$ cat src/rtl/morse_decoder.sv
// Morse symbol-code to ASCII translator feeding a valid/ready character FIFO.
// Optional word-gap space insertion is compiled in with `define MORSE_WORD_GAP_EN.
//
// gap FSM (MORSE_WORD_GAP_EN only)
//   state   | meaning
//   G_IDLE  | no letter since last space/keying, nothing pending
//   G_ARMED | letter queued, counting code_ready-high cycles toward a space
module morse_decoder #(
    parameter int          FIFO_DEPTH = 8,
    parameter logic [7:0]  UNK_CHAR   = 8'h3F,
    parameter int          WORD_GAP   = 16000
) (
    input  logic       clk,
    input  logic       rst,
    input  logic [7:0] code_in,
    input  logic       code_ready,
    output logic [7:0] char_data,
    output logic       char_valid,
    input  logic       char_ready,
    output logic       err_unknown,
    output logic       err_overflow
);
    localparam int AW = $clog2(FIFO_DEPTH);

    logic             ready_q;
    logic             cap_v;
    logic [7:0]       code_q;
    logic             dec_wr;
    logic             dec_unk;
    logic [7:0]       dec_char;
    logic [7:0]       lut_char;
    logic             lut_hit;
    logic             space_wr;
    logic             wr_req;
    logic [7:0]       wr_data;
    logic             pop;
    logic             full;
    logic             do_wr;
    logic [AW:0]      wr_ptr;
    logic [AW:0]      rd_ptr;
    logic [7:0]       mem [FIFO_DEPTH];

    always_comb begin
        lut_hit  = 1'b1;
        lut_char = UNK_CHAR;
        case (code_q)
            8'h06: lut_char = 8'h41;
            8'h95: lut_char = 8'h42;
            8'h99: lut_char = 8'h43;
            8'h25: lut_char = 8'h44;
            8'h01: lut_char = 8'h45;
            8'h59: lut_char = 8'h46;
            8'h29: lut_char = 8'h47;
            8'h55: lut_char = 8'h48;
            8'h05: lut_char = 8'h49;
            8'h6A: lut_char = 8'h4A;
            8'h26: lut_char = 8'h4B;
            8'h65: lut_char = 8'h4C;
            8'h0A: lut_char = 8'h4D;
            8'h09: lut_char = 8'h4E;
            8'h2A: lut_char = 8'h4F;
            8'h69: lut_char = 8'h50;
            8'hA6: lut_char = 8'h51;
            8'h19: lut_char = 8'h52;
            8'h15: lut_char = 8'h53;
            8'h02: lut_char = 8'h54;
            8'h16: lut_char = 8'h55;
            8'h56: lut_char = 8'h56;
            8'h1A: lut_char = 8'h57;
            8'h96: lut_char = 8'h58;
            8'h9A: lut_char = 8'h59;
            8'hA5: lut_char = 8'h5A;
            default: lut_hit = 1'b0;
        endcase
    end

    // ready_q resets high so the idle-high code_ready is not seen as a new code
    always_ff @(posedge clk) begin
        if (rst) begin
            ready_q  <= 1'b1;
            cap_v    <= 1'b0;
            code_q   <= 8'h00;
            dec_wr   <= 1'b0;
            dec_unk  <= 1'b0;
            dec_char <= 8'h00;
        end else begin
            ready_q  <= code_ready;
            cap_v    <= code_ready & ~ready_q;
            if (code_ready & ~ready_q)
                code_q <= code_in;
            dec_wr   <= cap_v && (code_q != 8'h00);
            dec_unk  <= ~lut_hit;
            dec_char <= lut_char;
        end
    end

`ifdef MORSE_WORD_GAP_EN
    typedef enum logic {G_IDLE, G_ARMED} gap_t;
    localparam logic [15:0] GAP_LAST = 16'(WORD_GAP - 1);

    gap_t        gap_state;
    gap_t        gap_next;
    logic [15:0] gap_cnt;

    always_ff @(posedge clk) begin
        if (rst) begin
            gap_state <= G_IDLE;
            gap_cnt   <= 16'h0000;
        end else begin
            gap_state <= gap_next;
            if (dec_wr || gap_state == G_IDLE || !code_ready)
                gap_cnt <= 16'h0000;
            else
                gap_cnt <= gap_cnt + 16'h0001;
        end
    end

    always_comb begin
        gap_next = gap_state;
        if (dec_wr)
            gap_next = G_ARMED;
        else if (gap_state == G_ARMED && (!code_ready || gap_cnt == GAP_LAST))
            gap_next = G_IDLE;
    end

    always_comb begin
        space_wr = (gap_state == G_ARMED) && !dec_wr && code_ready && (gap_cnt == GAP_LAST);
    end
`else
    // word-gap spaces compiled out; the term is constant false
    assign space_wr = (WORD_GAP < 0);
`endif

    assign wr_req     = dec_wr | space_wr;
    assign wr_data    = dec_wr ? dec_char : 8'h20;
    assign char_valid = (wr_ptr != rd_ptr);
    assign char_data  = mem[rd_ptr[AW-1:0]];
    assign pop        = char_valid & char_ready;
    assign full       = (wr_ptr[AW] != rd_ptr[AW]) && (wr_ptr[AW-1:0] == rd_ptr[AW-1:0]);
    assign do_wr      = wr_req & (~full | pop);

    always_ff @(posedge clk) begin
        if (rst) begin
            wr_ptr       <= '0;
            rd_ptr       <= '0;
            err_unknown  <= 1'b0;
            err_overflow <= 1'b0;
            for (int i = 0; i < FIFO_DEPTH; i++)
                mem[i] <= 8'h00;
        end else begin
            err_unknown  <= dec_wr & dec_unk;
            err_overflow <= wr_req & full & ~pop;
            if (pop)
                rd_ptr <= rd_ptr + 1'b1;
            if (do_wr) begin
                mem[wr_ptr[AW-1:0]] <= wr_data;
                wr_ptr <= wr_ptr + 1'b1;
            end
        end
    end
endmodule

$ cat config.mk
export PLATFORM = sky130hd
export DESIGN_NAME = morse_decoder
export DESIGN_NICKNAME = d
export VERILOG_FILES = /design/src/rtl/morse_decoder.sv
export SDC_FILE = /design/constraint.sdc
export NUM_CORES = 1
export LEC_CHECK = 0
export ABC_CLOCK_PERIOD_IN_PS = 4600
export CORE_ASPECT_RATIO = 1.4
export CORE_UTILIZATION = 41
export DETAILED_ROUTE_END_ITERATION = 10
export PLACE_DENSITY_LB_ADDON = 0.25
export SLEW_MARGIN = 10
export SYNTH_ARGS = -nofsm -noshare
export SYNTH_HDL_FRONTEND = slang
export SYNTH_SLANG_ARGS = --single-unit
$ cat constraint.sdc
create_clock -name clk -period 4.6 [get_ports clk]
set_input_delay 0.69 -clock clk [delete_from_list [all_inputs] [get_ports clk]]
set_output_delay 0.69 -clock clk [all_outputs]
set_load 0.02 [all_outputs]
# ---- Yosys cells after proc, flatten, opt, wreduce, memory -nomap -nowiden
# Memories as Yosys holds them, arrays and structs flattened. A register that Yosys moved wholly into a read port is not among the register bits.
# Index checks and enable logic that the tools add are counted.
# W data, S select, Z words.
dict set report totals {
  n_memories 1
  register_bits 30
  ramBits 64
  word_cells 71
  in_bits 12
}
# memory words width read_ports rd_clocked_by_memory_dff write_ports line_no
set mem_list {}
lappend mem_list {mem 8 8 1 1 8 41} ;# logic [7:0] mem [FIFO_DEPTH];
dict set report classes {
  muxes 13
  bitwise 11
  reduce_logical 5
  eq_ne 29
  addsub 2
}
# op count
set op_table {}
lappend op_table {{$pmux W7 S26} 1}
lappend op_table {{$eq A8 B7 Y1 const B} 6}
lappend op_table {{$eq A8 B8 Y1 const B} 6}
lappend op_table {{$eq A8 B5 Y1 const B} 4}
lappend op_table {{$eq A8 B6 Y1 const B} 4}
lappend op_table {{$reduce_or A26 Y1} 1}
lappend op_table {{$eq A8 B3 Y1 const B} 2}
lappend op_table {{$eq A8 B4 Y1 const B} 2}
lappend op_table {{$mux W8} 2}
lappend op_table {{$mux W3} 3}
lappend op_table {{$add A4 B1 Y4 const B} 2}
lappend op_table {{$eq A8 B1 Y1 const B} 1}
lappend op_table {{$eq A8 B2 Y1 const B} 1}
lappend op_table {{$reduce_bool A8 Y1} 1}
lappend op_table {{$reduce_or A8 Y1} 1}
lappend op_table {{$mux W1} 7}
lappend op_table {{$and A1 B1 Y1} 6}
lappend op_table {{$ne A4 B4 Y1} 1}
lappend op_table {{$not A1 Y1} 4}
lappend op_table {{$eq A3 B3 Y1} 1}
lappend op_table {{$logic_and A1 B1 Y1} 2}
lappend op_table {{$ne A1 B1 Y1} 1}
lappend op_table {{$or A1 B1 Y1} 1}

# ---- Longest topological paths before layout
# Gate-level depths: netlist of the first run.
dict set report depth {
  ltp_word 10
  mapped_depth 7
}

# ---- Least setup slack after synthesis of the first run
# Ideal clock, no wire load.
dict set report synth_path {
  kind {register -> output}
  startpoint {register (tool-made name)}
  endpoint {output port char_data[0]}
  arrival_time_ps 1737
  path_stages_with_launch 5
  path_buffers 2
  setup_slack_ps 2173
  path_cell_list {dfxtp_1 clkbuf_1 buf_2 mux4_2 mux2_2}
}
# item line_no
set synth_rtl {}
lappend synth_rtl {{to (decl)} 17} ;# output logic [7:0] char_data,

==> impl_metrics.yaml, run 1 <==
logic_synthesis:
  avgSynthCellArea_sq_um: 11.0
  synth_area_sq_um: 4190
  synth_top_cell_by_area: "edfxtp_1"
  ys_ff_latch: 88
  ys.flop_type: "edfxtp_1"
  synth-edff-count: 56
  synth.most_common_cell: "nor2_1"
  synth.distinct_cells: 54
  synth_top_area_share: 0.401
  async_flop_share: 0
  synthCells: 381
  yosys_warnings: 0
  netlist_top_cells_area: "edfxtp_1 (40%), dfxtp_1 (15%), mux4_2 (7.5%)"
  netlist_top_cells_count: "nor2_1 (81), edfxtp_1 (56), nand2_1 (34), dfxtp_1 (32), nand2b_1 (20)"
  synth_nets: 395
  seq_area_frac_synth: 0.554
global_route:
  grt_pass1_vias: 2924
  grt_usage: 0.194
  gr-total-overflow: 0
  grt_first_pass_wirelength_um: 15100
  grt_max_degree: 38
  antenna_found_initial: 0
layout:
  fillers: 908
  num_antenna_cells: 0
  layout-drive-gt1-share: 0.119
  syn_to_final_growth_pct: 14.3
  final_cells: 530
  fin_nets: 404
setup_path:
  cp-start-kind: "register"
  crit_slowest_cell: "dfxtp_1"
  cp_max_fo: 14
  cp_cell_sequence: "mux4_2 > mux2_2 > clkdlybuf4s50_1"
  crit_type: "reg -> out"
  cp-end-kind: "output port"
  crit_required_ns: 3.91
  slowest_delay_ns: 0.90
  r2r-start: "code_q[5]"
  critPathArrivalTime_ns: 2.66
cts:
  post_cts_buffers: 0
  cts_buffers: 9
  clk_pin_slew_ns: 0.06
  htree_levels: 3
  cts.repair.resized: 0
  clockBufferDepth: 2
  postCtsHoldBufs: 0
  cts.sinks: 88
  cts-root-buf: "clkbuf_16"
  cts_tree: "done"
  clock_latency_ns: 0.34
run_status:
  status: "completed"
timing:
  slew_headroom: 0.373
  fmax_mhz: 298
  min_period_over_period: 0.729
  tightest_slew_ns: 0.928
  setup-violations-final: 0
  rsz0062_at_grt: "false"
  finalClockSkew_ns: 0.00272
  tns_ns: 0
  fin_crit_ns: 3.35
  maxSlewViolCount: 0
  setup_slack_ns: 1.25
  final_hold_viol_count: 0
job:
  maxCapViolCount: 0
drt:
  via_per_inst: 5.34
  remaining_drc_errors: 0
  ant_nets: 0
  drtPass1Iterations: 5
  routedWlPerCell_um: 17.3
  vias: 2829
  finalWirelength_um: 9160
  drt_iter0_markers: 134
pwr:
  peakVddDrop_mv: 0.209
  power_density_nw_per_um2: 366
  p_leak_nw: 1.61
placement:
  gp_congestion: 0.858
  dpl.hpwl_um: 6580
  preCtsSetupSlack_ns: 1.55
  dp.cells: 514
  port_buffers: 21
die:
  die_w_um: 87.5
  coreArea_sq_um: 9950
  dieHeight_um: 122
  start_util: 0.421
  dieArea_sq_um: 10600
  std_cell_rows: 43
  io_pins: 23
min_path:
  hold_class: "reg -> reg"
  min-delay-start: "dec_unk"
-- cell usage in the layout, fill, tap and decap left out, types with 9 or more instances in the layout --
cell type / Yosys / final
nand2b_1: 20 / 20
nor2_1: 81 / 81
dfxtp_1: 32 / 32
edfxtp_1: 56 / 56
clkdlybuf4s50_1: 0 / 21
mux4_2: 14 / 14
a21oi_1: 16 / 16
nand2_1: 34 / 34
clkbuf_16: 0 / 9
-- per-stage QoR --
step,total power (W),util,hold slack (ns),area [sq um]
after floorplan,0.000952,-,0.394,4190
after global placement,0.000986,0.449,0.416,4470
after detailed placement,0.000987,0.449,0.407,4470
after CTS,0.00177,0.482,0.418,4790
after global routing,0.00181,0.482,0.440,4790
final,0.00175,0.482,0.414,4790
-- report_power, final --
part	leakage, nW	internal, W	switching, W
Clock	0.157	0.000480	0.000306
Sequential	0.839	0.000863	0.0000198
Combinational	0.609	0.0000413	0.0000439
-- flip-flops by register name, summed over array words and instances, names as in the netlist, named ones only --
name / flops
cap_v: 1
code_q: 8
dec_char: 7
dec_unk: 1
dec_wr: 1
err_overflow: 1
err_unknown: 1
mem: 56
rd_ptr: 4
ready_q: 1
wr_ptr: 4
-- layout make-up --
cell class / count / area [sq um] / share of cell area
well taps: 135 / 169 / 0.0352
inverters: 5 / 18.8 / 0.00392
multi-input cells: 264 / 1750 / 0.364
repair buffers: 22 / 218 / 0.0454
flip-flops and latches: 88 / 2320 / 0.484
clock inverters: 6 / 91.3 / 0.0191
clock buffers: 10 / 229 / 0.0478
-- per-layer routing --
metal  track usage  share of wire
met5             0              0
met4        0.0768          0.025
met3        0.0427          0.033
met2         0.354           0.55
met1         0.215           0.39
-- final timing paths --
check | end | slack [ns] | cells past startpoint
setup reg to reg | dec_char[0] | 2.28 | 5
setup / recovery | char_data[2] | 1.25 | 3
hold / removal | err_unknown | 0.41 | 2
hold reg to reg | err_unknown | 0.41 | 2
-- logic make-up after synthesis --
family / count (synthesis) / share of synthesized area
simple gates: 178 / 0.202
flops: 88 / 0.554
compound gates: 49 / 0.0850
buf+inv: 29 / 0.0301
mux: 23 / 0.0990
xor+xnor: 11 / 0.0230
fa+ha+maj: 2 / 0.00597
other cells: 1 / 0.000894
-- critical path: cells and delay by family, from the launching register on --
kind,cells,cell delay [ns]
DFF,1,0.90
muxes,2,0.88
buffers and inverters,1,0.53
Power figures use the tool's default switching activity.
==> inputs of run 2 (changes only) <==
ABC_CLOCK_PERIOD_IN_PS = 2950   (was 4600)
clock period = 2.95 ns   (was 4.6 ns; I/O delays follow)
==> run 2 against run 1 <==
Against the previous run:
- clock power increased by 44%
- critical path depth unchanged
- count of clock-buffer cells in the layout unchanged
- critical endpoint is now char_data[1]
- non-clock buffer count increased by 5
==> impl_metrics.yaml, run 2 (synthesis gave the netlist of run 1 again) <==
timing:
  tightest_slew_ns: 0.765
  setup-violations-final: 0
  min_period_over_period: 0.936
  rsz0062_at_grt: "false"
  maxSlewViolCount: 0
  slew_headroom: 0.489
  final_hold_viol_count: 0
  fin_crit_ns: 2.76
  fmax_mhz: 362
  finalClockSkew_ns: 0.00554
  whs_ns: 0.415
  tns_ns: 0
cts:
  postCtsHoldBufs: 0
  clock_latency_ns: 0.33
  cts.sinks: 88
  cts_tree: "done"
  htree_levels: 3
  cts_buffers: 9
  clockBufferDepth: 2
  post_cts_buffers: 0
  clk_pin_slew_ns: 0.06
  cts-root-buf: "clkbuf_16"
  cts.repair.resized: 0
setup_path:
  cp_max_fo: 14
  cp-start-kind: "register"
  slowest_delay_ns: 0.73
  critPathArrivalTime_ns: 2.32
  crit_slowest_cell: "dfxtp_1"
  crit_type: "reg -> out"
  critPathTopFamily: "flip-flops"
  cp_cell_sequence: "mux4_2 > mux2_2 > clkdlybuf4s50_1"
  cp-end-kind: "output port"
  crit_required_ns: 2.51
  cp_num_buf_inv: 1
  r2r-start: "wr_ptr[2]"
layout:
  layout_commonest_cell: "nor2_1"
  largest_reg_flops: 56
  fin_nets: 409
  post-route-util: 0.483
  regArea_sq_um: 2320
  multiInputGateArea_sq_um: 1750
  mostFrequentLayoutCells: "nor2_1 (81), edfxtp_1 (56), nand2_1 (34)"
  top_regs: "mem x56, code_q x8, dec_char x7"
  fin_area_sq_um: 4810
  layout-drive-gt1-share: 0.130
  num_antenna_cells: 0
  largest-register: "mem"
  fillers: 901
  syn_to_final_growth_pct: 14.6
drt:
  drtPass1Iterations: 4
  routedWlPerCell_um: 17.0
  remaining_drc_errors: 0
  drt_iter0_markers: 197
  ant_nets: 0
  vias: 2888
  finalWirelength_um: 9110
  via_per_inst: 5.40
die:
  std_cell_rows: 43
  dieArea_sq_um: 10600
  start_util: 0.421
  dieHeight_um: 122
  coreArea_sq_um: 9950
  die_w_um: 87.5
  io_pins: 23
run_status:
  status: "completed"
pwr:
  power_density_nw_per_um2: 548
  comb_power_share: 0.053
  internal_power_w: 0.00207
  p_seq_frac: 0.520
  switching_share: 0.214
  peakVddDrop_mv: 0.269
  p_leak_nw: 1.61
  clock_power_share: 0.427
  p_switching_w: 0.000563
placement:
  gp_congestion: 0.898
  dpl_cell_area_sq_um: 4510
  dpl.hpwl_um: 6630
  port_buffers: 21
min_path:
  min-delay-start: "dec_unk"
  hold_class: "reg -> reg"
global_route:
  antenna_found_initial: 0
  gr-total-overflow: 0
  grt_max_degree: 37
  grt_usage: 0.194
  grt_pass1_vias: 2956
  globalRoute.busiestLayer: "met2"
  grt_first_pass_wirelength_um: 15200
  met2_usage: 0.354
  grt_util_met3: 0.0305
  grt_use_met1: 0.214
job:
  maxCapViolCount: 0
[run 2: changes by cell type in the layout (fill, tap and decap cells not counted), sizes merged]
cell / previous run / this run
clkinvlp: 0 / 2
buf: 1 / 6
clkinv: 2 / 1
bufinv: 2 / 1
[run 2: area by class of cell]
type | instances | share of cell area
clock buffer | 10 | 0.0476
sequential | 88 | 0.483
inverter | 5 | 0.00390
clock inverter | 6 | 0.0141
timing repair buffer | 27 | 0.0531
multi-input combinational | 264 | 0.363
tap | 135 | 0.0351
[run 2: path summary, 6_finish.rpt]
kind	to	slack [ns]	cells past startpoint
setup / recovery	char_data[1]	0.19	3
hold / removal	err_unknown	0.41	2
setup reg to reg	mem[0][4]	0.74	5
hold reg to reg	err_unknown	0.41	2
[run 2: power groups by stage]
stage	clock, W	combinational, W	sequential (W)
2_1_floorplan	0	0.000104	0.00138
5_1_grt	0.00119	0.000156	0.00137
3_5_place_dp	0	0.000142	0.00140
4_1_cts	0.00114	0.000143	0.00137
6_report	0.00113	0.000141	0.00137
3_3_place_gp	0	0.000140	0.00140
[run 2: stage by stage]
step	instances	setup slack, ns	total power, W
after floorplan	381	0.770	0.00148
after global placement	519	0.493	0.00154
after detailed placement	519	0.491	0.00154
after CTS	535	0.123	0.00266
after global routing	535	0.0730	0.00272
final	535	0.188	0.00264
[run 2: per-layer routing]
metal,wire [um],vias to the layer above,part of all wire
met5,0,-,0
met4,203,0,0.022
met3,271,14,0.030
met2,5060,83,0.56
met1,3570,1386,0.39
li1,-,1405,-
[run 2: worst register-to-register path, stage by stage, from the launching register on]
cell and delay (ns):
dfxtp_1 0.50, xor2_1 0.28, nor3_2 0.14, a211oi_2 0.33
nand2_1 0.29, nand2b_1 0.35
==> inputs of run 3 (changes only) <==
CTS_CLUSTER_DIAMETER = 150   (was not set)
==> results of run 3 <==
Same layout as run 2: the final DEF is identical, and so are final timing and power.
